==> src/rtl/vga_cursor_overlay_if.sv <==
// Cursor-position handshake between the position source and the overlay stage.
// The master offers pos_x/pos_y with pos_valid. The slave accepts them with pos_ready.
interface vga_cursor_overlay_if;
  logic        pos_valid;
  logic        pos_ready;
  logic [10:0] pos_x;
  logic [10:0] pos_y;

  modport master (output pos_valid, output pos_x, output pos_y, input pos_ready);
  modport slave  (input pos_valid, input pos_x, input pos_y, output pos_ready);
endinterface

==> src/rtl/vga_cursor_overlay.sv <==
// Crosshair cursor overlay for the 800x600 VGA pixel stream, with a 2-tick aligned pipeline.
// Optional blinking is enabled by defining CURSOR_BLINK_EN.
module vga_cursor_overlay #(
  parameter int unsigned CUR_SIZE     = 16,
  parameter logic [11:0] CURSOR_RGB   = 12'hF00,
  parameter int unsigned H_DISPLAY    = 800,
  parameter int unsigned V_DISPLAY    = 600,
  parameter int unsigned BLINK_FRAMES = 36
) (
  input  logic                       clk_100MHz,
  input  logic                       reset,
  input  logic                       p_tick,
  input  logic                       video_on,
  input  logic [10:0]                x,
  input  logic [10:0]                y,
  input  logic                       hsync_in,
  input  logic                       vsync_in,
  input  logic [11:0]                bg_rgb,
  vga_cursor_overlay_if.slave        pos_if,
  output logic [11:0]                rgb,
  output logic                       hsync_out,
  output logic                       vsync_out
);

  localparam int LG = $clog2(CUR_SIZE);

  if (CUR_SIZE < 4 || CUR_SIZE > 64 || (CUR_SIZE & (CUR_SIZE - 1)) != 0 ||
      H_DISPLAY > 2047 || V_DISPLAY > 2047 || BLINK_FRAMES < 1) begin : g_illegal_params
    $error("vga_cursor_overlay: illegal parameter set");
  end

  typedef enum logic {EMPTY, FULL} slot_e;

  slot_e       state_q, state_d;
  logic [10:0] pend_x_q, pend_x_d, pend_y_q, pend_y_d;
  logic [10:0] cur_x_q, cur_x_d, cur_y_q, cur_y_d;
  logic        cur_en_q, cur_en_d;

  logic [11:0] bg_q, bg_d;
  logic        von_q, von_d, hs1_q, hs1_d, vs1_q, vs1_d, hit_q, hit_d;
  logic [11:0] rgb_q, rgb_d;
  logic        hs2_q, hs2_d, vs2_q, vs2_d;

  logic          commit, capture, in_box, on_line, blink_gate, hit;
  logic [11:0]   x_w, y_w, cx_w, cy_w;
  logic [LG-1:0] dx, dy;

  // The commit point sits on the first blanking line, so the visible frame never sees a position change.
  assign commit  = p_tick && (x == 11'd0) && (y == 11'(V_DISPLAY));
  assign capture = pos_if.pos_valid && pos_if.pos_ready;
  assign pos_if.pos_ready = (state_q == EMPTY) && !reset;

  // Compare in 12 bits so that a box placed near column 2047 cannot wrap back to column 0.
  assign x_w  = {1'b0, x};
  assign y_w  = {1'b0, y};
  assign cx_w = {1'b0, cur_x_q};
  assign cy_w = {1'b0, cur_y_q};
  assign dx   = LG'(x_w - cx_w);
  assign dy   = LG'(y_w - cy_w);

  assign in_box = (x_w >= cx_w) && (x_w < cx_w + 12'(CUR_SIZE)) &&
                  (y_w >= cy_w) && (y_w < cy_w + 12'(CUR_SIZE));
  assign on_line = (dx == '0) || (dx == LG'(CUR_SIZE - 1)) || (dx == LG'(CUR_SIZE / 2)) ||
                   (dy == '0) || (dy == LG'(CUR_SIZE - 1)) || (dy == LG'(CUR_SIZE / 2));
  assign hit = cur_en_q && in_box && on_line && blink_gate;

`ifdef CURSOR_BLINK_EN
  localparam int BW = $clog2(BLINK_FRAMES + 1);
  logic [BW-1:0] fcnt_q, fcnt_d;
  logic          blink_q, blink_d;

  always_comb begin
    fcnt_d  = fcnt_q;
    blink_d = blink_q;
    if (commit) begin
      if (fcnt_q == BW'(BLINK_FRAMES - 1)) begin
        fcnt_d  = '0;
        blink_d = !blink_q;
      end else begin
        fcnt_d = fcnt_q + 1'b1;
      end
    end
  end

  always_ff @(posedge clk_100MHz) begin
    if (reset) begin
      fcnt_q  <= '0;
      blink_q <= 1'b1;
    end else begin
      fcnt_q  <= fcnt_d;
      blink_q <= blink_d;
    end
  end

  assign blink_gate = blink_q;
`else
  assign blink_gate = 1'b1;
`endif

  // NOTE: every variable gets its hold value first so no path through this block infers a latch.
  always_comb begin
    state_d  = state_q;
    pend_x_d = pend_x_q;
    pend_y_d = pend_y_q;
    cur_x_d  = cur_x_q;
    cur_y_d  = cur_y_q;
    cur_en_d = cur_en_q;
    if (commit && state_q == FULL) begin
      cur_x_d  = pend_x_q;
      cur_y_d  = pend_y_q;
      cur_en_d = 1'b1;
      state_d  = EMPTY;
    end else if (capture) begin
      pend_x_d = pos_if.pos_x;
      pend_y_d = pos_if.pos_y;
      state_d  = FULL;
    end
  end

  always_comb begin
    bg_d  = bg_q;
    von_d = von_q;
    hs1_d = hs1_q;
    vs1_d = vs1_q;
    hit_d = hit_q;
    rgb_d = rgb_q;
    hs2_d = hs2_q;
    vs2_d = vs2_q;
    if (p_tick) begin
      bg_d  = bg_rgb;
      von_d = video_on;
      hs1_d = hsync_in;
      vs1_d = vsync_in;
      hit_d = hit;
      rgb_d = !von_q ? 12'h000 : (hit_q ? CURSOR_RGB : bg_q);
      hs2_d = hs1_q;
      vs2_d = vs1_q;
    end
  end

  // NOTE: sequential state uses non-blocking assignments so every flop samples pre-edge values.
  always_ff @(posedge clk_100MHz) begin
    if (reset) begin
      state_q  <= EMPTY;
      pend_x_q <= '0;
      pend_y_q <= '0;
      cur_x_q  <= '0;
      cur_y_q  <= '0;
      cur_en_q <= 1'b0;
      bg_q     <= '0;
      von_q    <= 1'b0;
      hs1_q    <= 1'b0;
      vs1_q    <= 1'b0;
      hit_q    <= 1'b0;
      rgb_q    <= '0;
      hs2_q    <= 1'b0;
      vs2_q    <= 1'b0;
    end else begin
      state_q  <= state_d;
      pend_x_q <= pend_x_d;
      pend_y_q <= pend_y_d;
      cur_x_q  <= cur_x_d;
      cur_y_q  <= cur_y_d;
      cur_en_q <= cur_en_d;
      bg_q     <= bg_d;
      von_q    <= von_d;
      hs1_q    <= hs1_d;
      vs1_q    <= vs1_d;
      hit_q    <= hit_d;
      rgb_q    <= rgb_d;
      hs2_q    <= hs2_d;
      vs2_q    <= vs2_d;
    end
  end

  assign rgb       = rgb_q;
  assign hsync_out = hs2_q;
  assign vsync_out = vs2_q;

endmodule

==> src/flat_wrapper.sv <==
// flat-port wrapper written by rule: the top's interface ports become plain ports
module vga_cursor_overlay_flat 
#(
  parameter int unsigned CUR_SIZE     = 16,
  parameter logic [11:0] CURSOR_RGB   = 12'hF00,
  parameter int unsigned H_DISPLAY    = 800,
  parameter int unsigned V_DISPLAY    = 600,
  parameter int unsigned BLINK_FRAMES = 36
)
  (clk_100MHz, reset, p_tick, video_on, x, y, hsync_in, vsync_in, bg_rgb, rgb, hsync_out, vsync_out, pos_if_pos_valid, pos_if_pos_x, pos_if_pos_y, pos_if_pos_ready);
  vga_cursor_overlay_if pos_if_i ();
  input  logic clk_100MHz;
  input  logic reset;
  input  logic p_tick;
  input  logic video_on;
  input  logic [10:0] x;
  input  logic [10:0] y;
  input  logic hsync_in;
  input  logic vsync_in;
  input  logic [11:0] bg_rgb;
  output logic [11:0] rgb;
  output logic hsync_out;
  output logic vsync_out;
  input wire logic [$bits(pos_if_i.pos_valid)-1:0] pos_if_pos_valid;
  input wire logic [$bits(pos_if_i.pos_x)-1:0] pos_if_pos_x;
  input wire logic [$bits(pos_if_i.pos_y)-1:0] pos_if_pos_y;
  output wire logic [$bits(pos_if_i.pos_ready)-1:0] pos_if_pos_ready;
  assign pos_if_i.pos_valid = pos_if_pos_valid;
  assign pos_if_i.pos_x = pos_if_pos_x;
  assign pos_if_i.pos_y = pos_if_pos_y;
  assign pos_if_pos_ready = pos_if_i.pos_ready;
  vga_cursor_overlay #(.CUR_SIZE(CUR_SIZE), .CURSOR_RGB(CURSOR_RGB), .H_DISPLAY(H_DISPLAY), .V_DISPLAY(V_DISPLAY), .BLINK_FRAMES(BLINK_FRAMES)) u_core (.clk_100MHz(clk_100MHz), .reset(reset), .p_tick(p_tick), .video_on(video_on), .x(x), .y(y), .hsync_in(hsync_in), .vsync_in(vsync_in), .bg_rgb(bg_rgb), .pos_if(pos_if_i), .rgb(rgb), .hsync_out(hsync_out), .vsync_out(vsync_out));
endmodule
==> config.mk <==
export PLATFORM = sky130hd
export DESIGN_NAME = vga_cursor_overlay_flat
export DESIGN_NICKNAME = d
export VERILOG_FILES = /design/src/rtl/vga_cursor_overlay_if.sv /design/src/rtl/vga_cursor_overlay.sv /design/src/flat_wrapper.sv
export SDC_FILE = /design/constraint.sdc
export NUM_CORES = 1
export LEC_CHECK = 0
export CORE_MARGIN = 2
export CORE_UTILIZATION = 40
export DETAILED_ROUTE_END_ITERATION = 8
export PLACE_DENSITY = 0.75
export SKIP_CTS_REPAIR_TIMING = 1
export SLEW_MARGIN = 20
export SYNTH_ARGS = -nofsm -noshare
export SYNTH_HDL_FRONTEND = slang
export SYNTH_SLANG_ARGS = --single-unit
==> constraint.sdc <==
create_clock -name clk_100MHz -period 2.9 [get_ports clk_100MHz]
set_input_delay 0.58 -clock clk_100MHz [delete_from_list [all_inputs] [get_ports clk_100MHz]]
set_output_delay 0.58 -clock clk_100MHz [all_outputs]
set_load 0.02 [all_outputs]
==> flow_summary_export.csv <==
group,metric,value,unit
layout,area_growth,26.7,%
clocking,clkLatencyLatePin,0.34,ns
pwr,power_leakage,1.89,nW
synth,synth_fp_nets,556,
synth,synth-main-ff-cell,"dfxtp_1",
pwr,max-vdd-ir-drop,0.319,mV
layout,diodes,0,
worst_setup_path,critical_path_arrival,2.69,ns
worst_setup_path,r2r_end,"u_core.hit_q$_SDFFE_PP0P_",
synth,synthArstFlopShare,0,%
worst_setup_path,crit_slowest_cell,"clkdlybuf4s50_1",
global_route,antenna_found_initial,0,
layout,drive_gt1_share,4.55,%
worst_setup_path,crit_path_max_incr_delay,0.43,ns
global_route,grt_pass1_vias,3354,
synth,synth-simple-area-share,19.7,%
placement,port_buffers,77,
timing,clock_skew,0.00801,ns
worst_setup_path,cpMostUsedCell,"inv_1",
detailed_routing,viasPerCell,5.10,
die,dieArea,0.0109,mm²
detailed_routing,dr.first_iter.drc_count,115,
detailed_routing,dr_total_vias,3368,
placement,placed_cell_area,0.00488,mm²
timing,final_hold_viol_count,0,
synth,synth_xor_area_share,3.03,%
timing,period_minus_slack,2.45,ns
worst_setup_path,reg2reg_setup_slack,0.77,ns
timing,tns,0,ns
status,status,"complete, no violations",
worst_setup_path,cp-end-kind,"flop",
layout,stdcell_area,0.00512,mm²
die,coreArea,0.00977,mm²
worst_setup_path,crit_start,"x[0]",
synth,synth_cell_types,42,
worst_hold_path,hold_class,"flop to flop",
clocking,cts.root.buffer_cell,"clkbuf_8",
synth,syn_avg_cell_area,8.92,µm²
placement,gp_congestion,0.902,
detailed_routing,drt_pass1_iterations,4,
global_route,grt_max_degree,78,
timing,period_share,84.5,%
detailed_routing,wl,8.88,mm
synth,synth_compound_area_share,11.5,%
pwr,power_density,454,mW/mm²
worst_setup_path,path_cells,"clkdlybuf4s50_1, inv_1, ha_1, inv_1, fa_1, a21o_1, a21oi_1, o21bai_1, a41oi_1, o2111ai_1, o32ai_1",
synth,yosysSeqAreaShare,37.6,%
global_route,grt_overflow,0,
synth,yosysWarnings,0,
worst_setup_path,crit_path_max_fanout,2,
clocking,cts_buffers,9,
synth,synth_edf_count,0,
worst_setup_path,startpoint_type,"primary input",
global_route,grt_pass1_wl,14.9,mm
clocking,cts_tree,"built",
clocking,clk_pin_slew_worst_paths,0.07,ns
timing,finalSetupViolCount,0,
timing,clock.fmax,0.408,GHz
synth,synth_seq_cells,76,
placement,pre_cts_slack,0.102,ns
die,initial_core_util,41.4,%
synth,synth.area.mux_share,9.66,%
synth,synthAdderAreaFrac,12.8,%
worst_setup_path,r2r-start,"u_core.cur_y_q[4]$_SDFFE_PP0P_",
clocking,clkSinkCount,76,
die,chipHeight,105,µm
timing,slew-limit-headroom,53.0,%
global_route,grtUsageTotal,16.6,%
placement,hpwl,6.75,mm
clocking,cts_max_level,3,
timing,tightest_slew,0.705,ns
timing,rsz0062_at_grt,"false",
synth,synth_top_family_by_area,"simple AND/OR/NAND/NOR gates",
die,ioPinCount,78,
job,maxCapViolCount,0,
worst_setup_path,cp.required,3.14,ns
die,row_count,36,
detailed_routing,routedWlPerCell,13.4,µm
worst_setup_path,worstRegToRegCells,9,
detailed_routing,drc,0,
timing,maxSlewViolCount,0,
synth,syn_inst,453,
timing,final.setup.worst_slack,0.449,ns
worst_setup_path,worstSetupPathType,"primary input to flop",
die,die_width,105,µm
worst_setup_path,crit_end,"u_core.hit_q$_SDFFE_PP0P_",
layout,final_nets,627,
synth,syn_area,0.00404,mm²
detailed_routing,ant_nets,0,
clocking,cts_buffer_depth,2,
-- flip-flops by register name, summed over array words and instances (netlist names), 11 cells and up --
signal,cells
u_core.bg_q,12
u_core.cur_y_q,11
u_core.cur_x_q,11
u_core.rgb,12
u_core.pend_y_q,11
u_core.pend_x_q,11
-- cells by family after synthesis --
| kind of cell | Yosys count |
|---|---|
| compound gates | 79 |
| buf+inv | 48 |
| mux | 39 |
| fa+ha+maj | 40 |
| xor+xnor | 14 |
| simple gates | 157 |
| flops | 76 |
-- cell usage after synthesis, types with 2 or more instances --
library cell,n,area (µm²)
o21ai_0,28,140
nand2_1,31,116
nand4b_1,2,17.5
nor3_1,2,10.0
dfxtp_1,76,1520
a221oi_1,2,17.5
nand2b_1,35,219
clkbuf_1,16,60.1
nor2_1,47,176
mux2i_1,39,390
nand3_1,17,85.1
xnor2_1,14,123
inv_1,27,101
buf_8,2,30.0
o21bai_1,2,15.0
and3_1,6,37.5
nor2b_1,4,25.0
a21oi_1,27,135
o211ai_1,6,45.0
fa_1,2,40.0
a21o_1,7,52.6
nand4_1,3,18.8
nor4_1,2,12.5
ha_1,38,475
-- cell usage in the layout (no fill, tap or decap), types with 2 or more instances in the layout --
cell             synthesis  layout
buf_4                    0       3
mux2i_1                 39      39
a21oi_1                 27      27
buf_2                    0       2
nand2_1                 31      31
clkbuf_8                 1       9
a221oi_1                 2       2
clkdlybuf4s50_1          0      75
nand4_1                  3       3
o211ai_1                 6       6
bufinv_16                0       3
nand4b_1                 2       2
nor2_1                  47      47
nor3_1                   2       2
o21ai_0                 28      28
clkinvlp_4               0       2
fa_1                     2       2
nand2b_1                35      35
xnor2_1                 14      14
nand3_1                 17      17
dfxtp_1                 76      76
nor4_1                   2       2
and3_1                   6       6
ha_1                    38      38
nor2b_1                  4       4
a21o_1                   7       7
inv_1                   27      27
o21bai_1                 2       2
-- per-layer routing --
metal,routed length [µm],GRT usage (%),vias to the layer above
li1,-,-,1704
met4,137,6.27,0
met5,0,0,-
met3,441,4.68,14
met1,4140,20.0,1573
met2,4160,27.9,77
-- worst min path at each step --
stage | startpoint | end | cells past startpoint
detailed placement | u_core.cur_en_q$_SDFFE_PP0P_ | u_core.cur_en_q$_SDFFE_PP0P_ | 2
floorplan | u_core.cur_en_q$_SDFFE_PP0P_ | u_core.cur_en_q$_SDFFE_PP0P_ | 2
global route | u_core.pend_x_q[10]$_SDFFE_PP0P_ | u_core.pend_x_q[10]$_SDFFE_PP0P_ | 2
CTS | u_core.pend_x_q[10]$_SDFFE_PP0P_ | u_core.pend_x_q[10]$_SDFFE_PP0P_ | 2
finish | u_core.rgb[3]$_SDFFE_PP0P_ | u_core.rgb[3]$_SDFFE_PP0P_ | 2
global placement | u_core.cur_en_q$_SDFFE_PP0P_ | u_core.cur_en_q$_SDFFE_PP0P_ | 2
-- power by group --
group,total [W],internal (W),switching [W]
Clock,0.000950,0.000568,0.000382
Combinational,0.000278,0.000153,0.000124
Sequential,0.00110,0.00108,0.0000203
Total,0.00233,0.00180,0.000526
-- cell type report --
cell class	count	area [µm²]
multi-input cells	329	2290
fillers	899	4650
flip-flops and latches	76	1520
repair buffers	81	803
clock inverters	6	114
well taps	133	166
clock buffers	9	124
inverters	27	101
-- worst max-delay path, delay by kind of cell --
| family | cells | cell delay, ns |
|---|---|---|
| buf+inv | 3 | 0.56 |
| compound gates | 6 | 1.01 |
| fa+ha+maj | 2 | 0.55 |
-- per-stage QoR --
| step | hold slack, ns | total power, W | utilization [%] | std cells |
|---|---|---|---|---|
| 3_3_place_gp | 0.451 | 0.00139 | 50.0 | 646 |
| 4_1_cts | 0.478 | 0.00236 | 52.4 | 661 |
| 6_report | 0.473 | 0.00233 | 52.4 | 661 |
| 3_5_place_dp | 0.461 | 0.00140 | 50.0 | 646 |
| 5_1_grt | 0.498 | 0.00244 | 52.4 | 661 |
| 2_1_floorplan | 0.440 | 0.00127 | - | 453 |
No activity file was read; power rests on OpenSTA's default activity.
